--- src/rtl/lsu.sv ---
// Load/store unit: one memory op at a time over a valid/ready data bus, with
// byte-lane steering, sign/zero extension and misalignment rejection.
module lsu (
  input  logic        clk,
  input  logic        reset,
  input  logic        mem_valid,
  input  logic        mem_store,
  input  logic [2:0]  mem_funct3,
  input  logic [31:0] mem_addr,
  input  logic [31:0] mem_wdata,
  input  logic [4:0]  mem_rd,
  input  logic        ld_en,
  input  logic        st_en,
  output logic        lsu_busy,
  output logic        mem_fault,
  output logic        bus_req,
  output logic        bus_we,
  output logic [31:0] bus_addr,
  output logic [3:0]  bus_wstrb,
  output logic [31:0] bus_wdata,
  input  logic        bus_ready,
  input  logic        bus_rvalid,
  input  logic [31:0] bus_rdata,
  output logic        ld_valid,
  output logic [4:0]  ld_rd,
  output logic [31:0] ld_data
);

  typedef enum logic [1:0] {IDLE, REQ, RESP} state_t;

  state_t      state;
  logic [2:0]  op_funct3;
  logic [1:0]  op_lane;
  logic [4:0]  op_rd;

  logic        req_gate;
  logic        op_legal;
  logic [3:0]  st_strb;
  logic [31:0] st_data;

  assign lsu_busy = (state != IDLE);
  assign req_gate = mem_valid & (mem_store ? st_en : ld_en);

  // NOTE: every output of this block gets a default first so no path can infer a latch.
  always_comb begin
    op_legal = 1'b0;
    st_strb  = 4'b0000;
    st_data  = mem_wdata;
    if (mem_store) begin
      case (mem_funct3)
        3'b000: begin
          op_legal = 1'b1;
          st_strb  = 4'b0001 << mem_addr[1:0];
          st_data  = {4{mem_wdata[7:0]}};
        end
        3'b001: begin
          op_legal = ~mem_addr[0];
          st_strb  = mem_addr[1] ? 4'b1100 : 4'b0011;
          st_data  = {2{mem_wdata[15:0]}};
        end
        3'b010: begin
          op_legal = (mem_addr[1:0] == 2'b00);
          st_strb  = 4'b1111;
        end
        default: op_legal = 1'b0;
      endcase
    end else begin
      case (mem_funct3)
        3'b000, 3'b100: op_legal = 1'b1;
        3'b001, 3'b101: op_legal = ~mem_addr[0];
        3'b010:         op_legal = (mem_addr[1:0] == 2'b00);
        default:        op_legal = 1'b0;
      endcase
    end
  end

  function automatic logic [31:0] extend(input logic [2:0]  funct3,
                                         input logic [1:0]  lane,
                                         input logic [31:0] rdata);
    logic [7:0]  b;
    logic [15:0] h;
    b = rdata[8*lane +: 8];
    h = lane[1] ? rdata[31:16] : rdata[15:0];
    case (funct3)
      3'b000:  return {{24{b[7]}}, b};
      3'b001:  return {{16{h[15]}}, h};
      3'b100:  return {24'd0, b};
      3'b101:  return {16'd0, h};
      default: return rdata;
    endcase
  endfunction

  // NOTE: sequential state uses non-blocking assignments so every register
  // samples pre-edge values regardless of statement order.
  always_ff @(posedge clk or posedge reset) begin
    if (reset) begin
      state     <= IDLE;
      op_funct3 <= 3'd0;
      op_lane   <= 2'd0;
      op_rd     <= 5'd0;
      mem_fault <= 1'b0;
      bus_req   <= 1'b0;
      bus_we    <= 1'b0;
      bus_addr  <= 32'd0;
      bus_wstrb <= 4'd0;
      bus_wdata <= 32'd0;
      ld_valid  <= 1'b0;
      ld_rd     <= 5'd0;
      ld_data   <= 32'd0;
    end else begin
      mem_fault <= 1'b0;
      ld_valid  <= 1'b0;
      case (state)
        IDLE: begin
          if (req_gate && op_legal) begin
            state     <= REQ;
            op_funct3 <= mem_funct3;
            op_lane   <= mem_addr[1:0];
            op_rd     <= mem_rd;
            bus_req   <= 1'b1;
            bus_we    <= mem_store;
            bus_addr  <= {mem_addr[31:2], 2'b00};
            bus_wstrb <= mem_store ? st_strb : 4'b0000;
            bus_wdata <= mem_store ? st_data : 32'd0;
          end else if (req_gate) begin
            mem_fault <= 1'b1;
          end
        end
        REQ: begin
          // bus_req is high throughout REQ, so bus_ready alone completes the handshake.
          if (bus_ready) begin
            bus_req <= 1'b0;
            state   <= bus_we ? IDLE : RESP;
          end
        end
        RESP: begin
          if (bus_rvalid) begin
            state    <= IDLE;
            ld_valid <= 1'b1;
            ld_rd    <= op_rd;
            ld_data  <= extend(op_funct3, op_lane, bus_rdata);
          end
        end
        default: state <= IDLE;
      endcase
    end
  end

endmodule

--- config.mk ---
export PLATFORM = sky130hd
export DESIGN_NAME = lsu
export DESIGN_NICKNAME = d
export VERILOG_FILES = /design/src/rtl/lsu.sv
export SDC_FILE = /design/constraint.sdc
export NUM_CORES = 1
export LEC_CHECK = 0
export CORE_MARGIN = 5
export CORE_UTILIZATION = 40
export DETAILED_ROUTE_END_ITERATION = 6
export PLACE_DENSITY = 0.84
export SYNTH_ARGS = -nofsm -noshare
export SYNTH_HDL_FRONTEND = slang
export SYNTH_SLANG_ARGS = --single-unit
export TNS_END_PERCENT = 30
--- constraint.sdc ---
create_clock -name clk -period 3.4 [get_ports clk]
set_input_delay 0.34 -clock clk [delete_from_list [all_inputs] [get_ports clk]]
set_output_delay 0.34 -clock clk [all_outputs]
set_load 0.02 [all_outputs]
[Yosys cells after proc, flatten, opt, wreduce, memory -nomap -nowiden]
Cells that the tools add are included.
Storage, ports and cells
  bits in latches: 0
  ROM bits: 0
  memory bits (writable): 0
  memories: 0
  logic and storage cells: 66
  bits in registers: 119
  input bits: 112
Operators by class
  multiplexer cells: 24
  bitwise logic cells: 2
  shifts and indexed selects: 2
  reduce and logical (&&, ||, !) cells: 13
  magnitude comparators: 0
  equal/unequal tests: 12
  divide/modulo/power cells: 0
  add/sub/neg operators: 0
  $mul: 0
Operators by type and width (count)
  one-hot mux 32 bit (4 select lines): 1
  one-hot mux 32 bit (2 select lines): 1
  two-way mux 32 bit: 1
  indexed part select 32 x 6 -> 8 bit: 1
  two-way mux 16 bit: 1
  == test 3 bit, second input constant: 4
  one-hot mux 4 bit (3 select lines): 1
  two-way mux 1 bit: 9
  two-way mux 2 bit: 4
  two-way mux 4 bit: 2
  == test 3 x 1 -> 1 bit, second input constant: 2
  zero test 3 bit: 2
  inequality test 2 bit, second input constant: 3
  one-hot mux 1 bit (3 select lines): 2
  one-hot mux 2 bit (3 select lines): 1
  AND reduction 3 bit: 2
  zero test 2 bit: 2
  AND reduction 2 bit: 2
  nonzero test 2 bit: 2
  OR reduction 2 bit: 2
  left shift 1 x 2 -> 4 bit, first input constant: 1
  == test 3 x 2 -> 1 bit, second input constant: 1
  == test 2 x 1 -> 1 bit, second input constant: 1
  == test 2 bit, second input constant: 1
  4 further kinds: 4

[Longest topological paths before layout]
Gate-level depths: netlist of run 1.
  word-level depth: 7
  mapped depth: 7
  gate-level depth less buffers: 5

[Least setup slack after synthesis of run 1]
OpenSTA, ideal clock, no wires.
  path type: input-to-reg
  start: input mem_store
  end: register bus_addr[10]
  path slack: 1.774 ns
  buffers on the path: 2
  arrival time: 1.500 ns
  setup time: 0.125 ns
  cell stages on the path: 5
  path through: buf_6 a221oi_2 o2111ai_4 buf_6 mux2_4
Between the ends
  word-level cells in the longest chain between the ends: 4
RTL lines
  start, declared: line 7  | input logic mem_store,
  two-way mux 1 bit: line 42  | assign req_gate = mem_valid & (mem_store ? st_en : ld_en);
  bitwise AND 1 bit: line 42
  logical AND 1 bit *: line 115  | if (req_gate && op_legal) begin
  AND reduction 2 bit (no source line) *
  end signal, assigned: line 122  | bus_addr <= {mem_addr[31:2], 2'b00};
  end, declared: line 18  | output logic [31:0] bus_addr,
Mark *: on every way between the ends. The rest lies on a longest branch, timed or not.
A chain may end at the register's enable or synchronous reset.

[Worst setup path in the final report of run 1]
  start: register op_lane[1]
  end: register ld_data[14]
Between the ends
  word-level cells in the longest chain between the ends: 2
RTL lines
  start, declared: line 33  | logic [1:0] op_lane;
  start signal, assigned: line 118  | op_lane <= mem_addr[1:0];
  indexed part select 32 x 6 -> 8 bit or two-way mux 16 bit (tied branches): line 82, 83
  one-hot mux 32 bit (4 select lines) *: line 84  | case (funct3)
  end signal, assigned: line 141  | ld_data <= extend(op_funct3, op_lane, bus_rdata);
  end, declared: line 26  | output logic [31:0] ld_data
Marks and branches as above.

==> impl_metrics.env, run 1 <==
export IMPL_worst_hold_slack_ps=422.2
export IMPL_p_seq_frac=0.334
export IMPL_finalMaxSlewViolations=0
export IMPL_worst_r2r_dst="ld_data[14]"
export IMPL_synth_area_mm2=0.005669
export IMPL_cts_clk_slew_worst_paths_ps=50
export IMPL_slowest_delay_ps=940
export IMPL_mostFrequentLayoutCell="clkdlybuf4s50_1"
export IMPL_die_area_mm2=0.01665
export IMPL_static_leakage_power_uw=0.003760
export IMPL_stdcell_area_mm2=0.008539
export IMPL_dp_hpwl_mm=11.98
export IMPL_ctsHtreeMaxLevel=4
export IMPL_yosys_most_used_dff="dfrtp_1"
export IMPL_total_of_hold_buffers_inserted_after_clock_tree_synthesis=0
export IMPL_worstPathCellList="mux4_2 > nand2b_1 > o211a_1 > a22oi_1"
export IMPL_hold_class="in -> async"
export IMPL_cell_family_with_the_largest_share_of_critical_path_delay="flip-flops"
export IMPL_grt_pass1_vias=4951
export IMPL_cts_tree="done"
export IMPL_timing_rr_start="op_lane[1]"
export IMPL_ranking_of_synthesized_cells_by_area="dfrtp_1 53%, mux2_4 11%, nand2_1 7.3%"
export IMPL_post_route_drc_count=0
export IMPL_dpl_cell_area_mm2=0.007926
export IMPL_vdd_ir_drop_max_mv=0.4033
export IMPL_num_clock_sinks=119
export IMPL_grt_antenna_before_repair=0
export IMPL_cellInternalPower_uw=4468
export IMPL_core_area_mm2=0.01388
export IMPL_arrival_ps=2540
export IMPL_timing_setup_tns_ps=0
export IMPL_finalWirelength_mm=16.72
export IMPL_chipHeight_um=129.1
export IMPL_outcome="finished clean"
export IMPL_grt_start_max_net_pins=120
export IMPL_dp_cells=893
export IMPL_post_cts_setup_buffer_count=0
export IMPL_end_kind="flop"
export IMPL_firstDrtPassIters=4
export IMPL_site_row_count=43
export IMPL_finalCritPeriodShare=0.6672
export IMPL_numCtsBuffers=17
export IMPL_crit_slowest_cell="dfrtp_1"
export IMPL_clockBufferDepth=2
export IMPL_effective_utilization_at_floorplan=0.4084
export IMPL_netSwitchingFraction=0.3421
export IMPL_hold_viol=0
export IMPL_layout_common_cells="219 x clkdlybuf4s50_1, 119 x dfrtp_1, 110 x nand2_1"
export IMPL_timing_critical_path_from_type="flop"
export IMPL_synthToLayoutAreaGrowth_pct=50.63
export IMPL_switching_power_uw=2324
export IMPL_wl_per_cell_um=18.08
export IMPL_worst_r2r_setup_slack_ps=1130
export IMPL_grt_first_pass_wirelength_mm=26.01
export IMPL_chipWidth_um=129.1
export IMPL_synth_avg_cell_area_um2=10.86
export IMPL_grt_ovfl_total=0
export IMPL_power_frac_clock=0.270
export IMPL_synth_enable_flop_cells=0
export IMPL_synth_distinct_cells=37
export IMPL_stdcell_count=925
export IMPL_worst_slew_pin_transition_ps=929.8
export IMPL_syn_instance_count=522
export IMPL_power_density_mw_per_mm2=795.4
export IMPL_grt_total_usage=0.2004
export IMPL_timing_reg2reg_worst_path_depth=4
export IMPL_clk_latency_ps=400
export IMPL_worst_setup_path_startpoint="op_lane[1]"
export IMPL_gpl_final_weighted_congestion=0.7896
export IMPL_finalClockSkew_ps=6.756
export IMPL_vias_per_cell=5.191
export IMPL_fillCellCount=1143
export IMPL_fin_nets=844
export IMPL_area_share_of_the_leading_cell_type_in_the_synthesized_netlist=0.5253
export IMPL_final_antenna_net_count=0
export IMPL_fmax_mhz=440.8
export IMPL_drive_gt1_frac=0.1463
export IMPL_cp_num_buf_inv=0
export IMPL_vias=4802
export IMPL_clk_tree_root_cell="clkbuf_16"
export IMPL_finalCriticalPeriod_ps=2269
export IMPL_synth_seq_cells=119
export IMPL_path_class="reg -> reg"
export IMPL_worst_ep_required_time_ps=3670
export IMPL_crit_end="ld_data[14]"
export IMPL_most_area_hungry_cell_type_in_the_yosys_netlist="dfrtp_1"
export IMPL_setup_viol=0
export IMPL_async_flop_share=1.000
export IMPL_timing_critical_path_depth=4
export IMPL_max_cap_viols=0
export IMPL_drt_iter0_drc=330
export IMPL_synth_seq_area_share=0.5253
export IMPL_setup_repair_after_global_routing_missed_its_margin="no"
export IMPL_maximum_net_fanout_on_the_critical_path=21
export IMPL_ioPinCount=222
export IMPL_antenna_cells=0
export IMPL_total_of_warnings_raised_by_yosys=0
export IMPL_slew_headroom=0.3801
export IMPL_ctsResizeCount=0
export IMPL_io_buffers=219
export IMPL_share_comb_of_total_power=0.396
## state kept, by name, indices dropped and copies added, names as in the netlist
signal and cells:
ld_rd 5, mem_fault 1, op_rd 5, bus_req 1, ld_data 32, ld_valid 1, bus_wstrb 4, state 2
op_funct3 3, bus_addr 30, bus_we 1, bus_wdata 32, op_lane 2
## layer usage
metal / vias up / global-route usage / wire [um]
met3: 31 / 0.07461 / 1702
met4: 0 / 0.07103 / 337
li1: 2226 / - / -
met2: 222 / 0.3338 / 8124
met1: 2323 / 0.2388 / 6558
met5: - / 0 / 0
## worst register-to-register path: cells and delay by family (launching register included)
kind | cells | cell delay (ps)
simple gates | 1 | 130
mux | 1 | 610
flops | 1 | 940
compound gates | 2 | 450
## through the flow
stage	setup slack [ps]	power, uW	utilization
2_1_floorplan	1605	3648	-
3_3_place_gp	899.6	4922	0.5710
3_5_place_dp	849.7	4981	0.5710
4_1_cts	1154	6854	0.6152
5_1_grt	1052	7141	0.6152
6_report	1131	6792	0.6152
## logic make-up after synthesis
logic type             Yosys count  synth area share
AOI/OAI and AO/OA              111            0.1293
other                            1         0.0006615
and+or+nand+nor                177            0.1318
muxes                           68            0.1618
DFF                            119            0.5253
buffers and inverters           46           0.05120
## how the worst min path moves through the flow
stage	startpoint	end	slack, ps	depth (start not counted)
floorplan	bus_rvalid	state[1]	430	1
global placement	op_rd[2]	ld_rd[2]	460	2
detailed placement	ld_rd[0]	ld_rd[0]	460	2
CTS	bus_wdata[15]	bus_wdata[15]	480	2
global route	ld_rd[0]	ld_rd[0]	510	2
finish	reset	bus_wstrb[2]	420	3
## power by group through the flow
stage | sequential (uW) | clock (uW) | combinational, uW
2_1_floorplan | 2760 | 0 | 884
3_3_place_gp | 2270 | 0 | 2650
3_5_place_dp | 2280 | 0 | 2700
4_1_cts | 2270 | 1870 | 2720
5_1_grt | 2340 | 1940 | 2870
6_report | 2270 | 1830 | 2690
## synth_stat cells, types with 10 or more instances
cell,instances
dfrtp_1,119
buf_6,13
mux2_2,19
o21ai_0,33
mux2_4,40
nand2_1,110
nand2b_1,12
buf_2,10
clkbuf_1,12
nor2_1,39
o31ai_1,27
a21oi_1,25
## layout make-up
type,instances,area (um2),area share
clock buffer,18,439.2,0.05143
clock inverter,14,173.9,0.02037
inverter,8,33.78,0.003956
multi-input combinational,358,2405,0.2816
sequential,119,2978,0.3487
tap,180,225.2,0.02637
timing repair buffer,228,2285,0.2675
No activity file was read; power rests on OpenSTA's default activity.
==> inputs of run 2 (changes only) <==
--- a/config.mk
+++ b/config.mk
@@ -6,9 +6,9 @@
 export NUM_CORES = 1
 export LEC_CHECK = 0
 export CORE_MARGIN = 5
-export CORE_UTILIZATION = 40
+export CORE_UTILIZATION = 44
 export DETAILED_ROUTE_END_ITERATION = 6
-export PLACE_DENSITY = 0.84
+export PLACE_DENSITY = 0.88
 export SYNTH_ARGS = -nofsm -noshare
 export SYNTH_HDL_FRONTEND = slang
 export SYNTH_SLANG_ARGS = --single-unit
==> constraint.sdc (replaced) <==
create_clock -name clk -period 2.3 [get_ports clk]
set_input_delay 0.23 -clock clk [delete_from_list [all_inputs] [get_ports clk]]
set_output_delay 0.23 -clock clk [all_outputs]
set_load 0.02 [all_outputs]
==> run 2 against run 1 <==
Effect of this change:
- die area decreased by 8.4%
- cell area increased by 0.89%
- via count increased by 3.4%
- combinational power increased by 50%
- sequential share of layout area decreased by 0.31 points
- count of clock-buffer cells in the layout increased by 2
- final cell count decreased by 0.11%
- first-iteration DRC count increased by 64%
- sequential power increased by 48%
- critical path type is now reg -> out
==> impl_metrics.env, run 2 (synthesis results as in run 1) <==
export IMPL_outcome="finished clean"
export IMPL_fin_nets=851
export IMPL_finalMaxSlewViolations=0
export IMPL_slew_headroom=0.5913
export IMPL_grt_pass1_vias=5177
export IMPL_antenna_cells=0
export IMPL_hold_class="in -> async"
export IMPL_grt_total_usage=0.2250
export IMPL_totalPowerFinal_uw=10280
export IMPL_max_cap_viols=0
export IMPL_postLayoutCoreUtil=0.6827
export IMPL_leading_registers_by_flop_count="bus_wdata x32, ld_data x32, bus_addr x30"
export IMPL_site_row_count=41
export IMPL_grt_antenna_before_repair=0
export IMPL_chipHeight_um=123.5
export IMPL_worst_slew_pin_transition_ps=613.0
export IMPL_mostFrequentLayoutCell="clkdlybuf4s50_1"
export IMPL_effective_utilization_at_floorplan=0.4492
export IMPL_timing_critical_path_from_type="flop"
export IMPL_clk_latency_ps=400
export IMPL_final_antenna_net_count=0
export IMPL_ioPinCount=222
export IMPL_path_class="reg -> out"
export IMPL_vias=4966
export IMPL_layout_common_cells="219 x clkdlybuf4s50_1, 119 x dfrtp_1, 110 x nand2_1"
export IMPL_drive_gt1_frac=0.1516
export IMPL_die_area_mm2=0.01525
export IMPL_vias_per_cell=5.374
export IMPL_chipWidth_um=123.5
export IMPL_grt_start_max_net_pins=120
export IMPL_power_density_mw_per_mm2=1193
export IMPL_finalWirelength_mm=16.98
export IMPL_wl_per_cell_um=18.38
export IMPL_timing_setup_tns_ps=0
export IMPL_ctsHtreeMaxLevel=4
export IMPL_gpl_final_weighted_congestion=0.8984
export IMPL_dp_hpwl_mm=12.30
export IMPL_timing_reg2reg_worst_path_depth=5
export IMPL_arrival_ps=1690
export IMPL_finalCriticalPeriod_ps=1918
export IMPL_finalClockSkew_ps=3.950
export IMPL_cts_clk_slew_worst_paths_ps=50
export IMPL_drt_iter0_drc=540
export IMPL_grt_ovfl_total=0
export IMPL_core_area_mm2=0.01262
export IMPL_firstDrtPassIters=5
export IMPL_clockBufferDepth=2
export IMPL_post_route_drc_count=0
export IMPL_grt_first_pass_wirelength_mm=26.70
export IMPL_post_cts_setup_buffer_count=0
export IMPL_end_kind="output port"
export IMPL_numCtsBuffers=17
export IMPL_io_buffers=219
export IMPL_synthToLayoutAreaGrowth_pct=51.98
export IMPL_vdd_ir_drop_max_mv=0.5545
export IMPL_finalCritPeriodShare=0.8337
export IMPL_fmax_mhz=521.5
export IMPL_setup_repair_after_global_routing_missed_its_margin="no"
export IMPL_static_leakage_power_uw=0.003813
export IMPL_setup_viol=0
export IMPL_num_clock_sinks=119
export IMPL_cts_tree="done"
export IMPL_hold_viol=0
export IMPL_worst_ep_required_time_ps=2070
export IMPL_ctsResizeCount=0
export IMPL_total_of_hold_buffers_inserted_after_clock_tree_synthesis=0
export IMPL_clk_tree_root_cell="clkbuf_16"
export IMPL_maximum_net_fanout_on_the_critical_path=3
## run 2: final timing paths
| path | start | to | slack [ps] |
|---|---|---|---|
| max in group asynchronous | reset | ld_data[23] | 1480 |
| worst min-delay path | reset | bus_addr[5] | 390 |
| worst min register to register | ld_rd[3] | ld_rd[3] | 480 |
| min in group clk | bus_rdata[22] | ld_data[22] | 420 |
| worst max register to register | op_lane[1] | ld_data[29] | 460 |
| worst max-delay path | state[0] | lsu_busy | 380 |
## run 2: worst max-delay path, stage by stage, from the launching register on
cell and delay (ps):
dfrtp_1 380, nor2_1 290, inv_1 70, clkdlybuf4s50_1 540
## run 2: layout make-up
class	count	area, um2
inverter	8	33.78
multi-input combinational	358	2405
sequential	119	2978
timing repair buffer	235	2337
clock inverter	12	200.2
clock buffer	20	446.7
tap	172	215.2
fill	916	4004
## run 2: per-layer routing
layer  GRT usage  wire [um]  vias up
met3     0.05993       1671       37
li1            -          -     2244
met4     0.08304        377        0
met1      0.2690       6279     2420
met2      0.3891       8657      265
met5           0          0        -
## run 2: through the flow
| stage | setup WS, ps | hold slack, ps | std cells | instance area (um2) |
|---|---|---|---|---|
| after floorplan | 614.6 | 322.0 | 523 | 5677 |
| after global placement | 121.3 | 454.6 | 892 | 7969 |
| after detailed placement | 52.80 | 458.4 | 892 | 7969 |
| after CTS | 351.9 | 399.6 | 924 | 8616 |
| after global routing | 305.2 | 424.8 | 924 | 8616 |
| final | 382.4 | 385.4 | 924 | 8616 |
## run 2: power breakdown
part	switching, uW	internal (uW)
clock network	934	1950
registers	523	2830
logic	1980	2050
==> inputs of run 3 (changes only) <==
==> constraint.sdc (replaced) <==
create_clock -name clk -period 1.9 [get_ports clk]
set_input_delay 0.19 -clock clk [delete_from_list [all_inputs] [get_ports clk]]
set_output_delay 0.19 -clock clk [all_outputs]
set_load 0.02 [all_outputs]
==> run 3 against run 2 <==
Effect of this change:
- routed wire length increased by 3.4%
- critical endpoint unchanged
- flip-flop and latch count unchanged
- sequential share of layout area decreased by 0.48 points
- sequential power increased by 21%
- worst setup slack got worse by 310 ps
==> impl_metrics.env, run 3 (synthesis results as in run 1) <==
export IMPL_leading_registers_by_flop_count="bus_wdata x32, ld_data x32, bus_addr x30"
export IMPL_worst_ep_required_time_ps=1710
export IMPL_dp_hpwl_mm=13.07
export IMPL_pre_cts_setup_slack_ps=-203.1
export IMPL_power_density_mw_per_mm2=1404
export IMPL_hold_class="in -> async"
export IMPL_clockBufferDepth=2
export IMPL_vdd_ir_drop_max_mv=0.6608
export IMPL_firstDrtPassIters=6
export IMPL_antenna_cells=0
export IMPL_grt_start_max_net_pins=58
export IMPL_chipHeight_um=123.5
export IMPL_clk_latency_ps=400
export IMPL_numCtsBuffers=17
export IMPL_finalCritPeriodShare=0.9628
export IMPL_post_route_drc_count=0
export IMPL_num_clock_sinks=119
export IMPL_chipWidth_um=123.5
export IMPL_path_class="reg -> out"
export IMPL_dp_cells=911
export IMPL_site_row_count=41
export IMPL_grt_pass1_vias=5476
export IMPL_slew_headroom=0.5678
export IMPL_final_antenna_net_count=0
export IMPL_layout_common_cells="219 x clkdlybuf4s50_1, 119 x dfrtp_1, 110 x nand2_1"
export IMPL_worst_r2r_dst="ld_data[9]"
export IMPL_ioPinCount=222
export IMPL_outcome="finished clean"
export IMPL_stdcell_count=943
export IMPL_max_cap_viols=0
export IMPL_hold_viol=0
export IMPL_fin_nets=870
export IMPL_grt_first_pass_wirelength_mm=27.69
export IMPL_setup_viol=0
export IMPL_vias_per_cell=5.398
export IMPL_die_area_mm2=0.01525
export IMPL_static_leakage_power_uw=0.003885
export IMPL_finalClockSkew_ps=7.611
export IMPL_gpl_final_weighted_congestion=0.9237
export IMPL_synthToLayoutAreaGrowth_pct=54.14
export IMPL_clk_tree_root_cell="clkbuf_16"
export IMPL_finalCriticalPeriod_ps=1829
export IMPL_end_kind="output port"
export IMPL_io_buffers=219
export IMPL_wl_per_cell_um=18.62
export IMPL_grt_ovfl_total=0
export IMPL_final_critical_path_setup_slack_ps=70.64
export IMPL_timing_reg2reg_worst_path_depth=4
export IMPL_grt_total_usage=0.2332
export IMPL_vias=5090
export IMPL_grt_antenna_before_repair=0
export IMPL_fmax_mhz=546.6
export IMPL_drive_gt1_frac=0.1738
export IMPL_timing_rr_start="op_lane[1]"
export IMPL_worst_r2r_setup_slack_ps=110
export IMPL_mostFrequentLayoutCell="clkdlybuf4s50_1"
export IMPL_setup_repair_after_global_routing_missed_its_margin="no"
export IMPL_arrival_ps=1640
export IMPL_maximum_net_fanout_on_the_critical_path=3
export IMPL_post_cts_setup_buffer_count=0
export IMPL_ctsHtreeMaxLevel=4
export IMPL_worst_slew_pin_transition_ps=646.9
export IMPL_finalMaxSlewViolations=0
export IMPL_finalWirelength_mm=17.56
export IMPL_drt_iter0_drc=472
export IMPL_effective_utilization_at_floorplan=0.4492
export IMPL_cts_clk_slew_worst_paths_ps=60
export IMPL_fillCellCount=901
export IMPL_core_area_mm2=0.01262
export IMPL_cts_tree="done"
export IMPL_timing_critical_path_from_type="flop"
==> run 3: changes by cell type in the layout (fill, tap and decap cells not counted) <==
cell	previous run	this run
buf_12	2	4
buf_4	14	31
bufinv_16	5	3
clkinv_2	2	3
clkinvlp_4	4	5
nor2_1	39	38
nor2_2	0	1
==> run 3: area by class of cell <==
cell class              count  area (um2)  share of cell area
well taps                 172       215.2             0.02463
flip-flops and latches    119        2978              0.3408
multi-input cells         358        2407              0.2755
clock inverters            12       152.6             0.01747
inverters                   8       33.78            0.003866
clock buffers              20       446.7             0.05112
repair buffers            254        2505              0.2867
==> run 3: power by group <==
group          leakage [uW]  switching (uW)  total [uW]  internal [uW]
logic               0.00213            2410        4950           2540
clock network      0.000282            1160        3250           2090
registers           0.00147             635        4070           3430
total               0.00388            4200       12300           8060
==> run 3: critical path: stages, from the launching register on <==
cell             delay [ps]
dfrtp_1                 400
nor2_2                  230
inv_1                    70
clkdlybuf4s50_1         540
==> run 3: what timing repair did <==
item	4_1_cts	5_1_grt
endpoints found under the hold margin	0	0
setup endpoints to repair	1	0
hold buffers	0	0
gates resized for setup	1	0
==> run 3: how the worst max path moves through the flow <==
stage,slack [ps],cells past startpoint,from,end
2_1_floorplan,250,1,reset,bus_addr[10]
3_3_place_gp,-140,5,mem_store,bus_addr[20]
3_5_place_dp,-200,5,mem_store,bus_addr[14]
4_1_cts,60,3,state[0],lsu_busy
5_1_grt,10,3,state[0],lsu_busy
6_report,70,3,state[0],lsu_busy
==> run 3: stage by stage <==
stage / utilization / setup TNS [ps] / area, um2 / total power [uW] / hold WS [ps]
2_1_floorplan: - / 0 / 5677 / 6528 / 282.0
3_3_place_gp: 0.6448 / -6010 / 8137 / 8856 / 447.0
3_5_place_dp: 0.6448 / -10820 / 8137 / 9033 / 461.6
4_1_cts: 0.6924 / 0 / 8738 / 12330 / 224.4
5_1_grt: 0.6924 / 0 / 8738 / 12850 / 268.2
6_report: 0.6924 / 0 / 8738 / 12270 / 227.2
==> run 3: per-layer routing <==
metal  track usage  share of wire  vias to the layer above  wire, um
met5             0              0                        -         0
met4       0.07889          0.019                        0       334
met3       0.07045          0.095                       42      1672
met2        0.4111           0.51                      285      9028
met1        0.2696           0.37                     2486      6522
li1              -              -                     2277         -
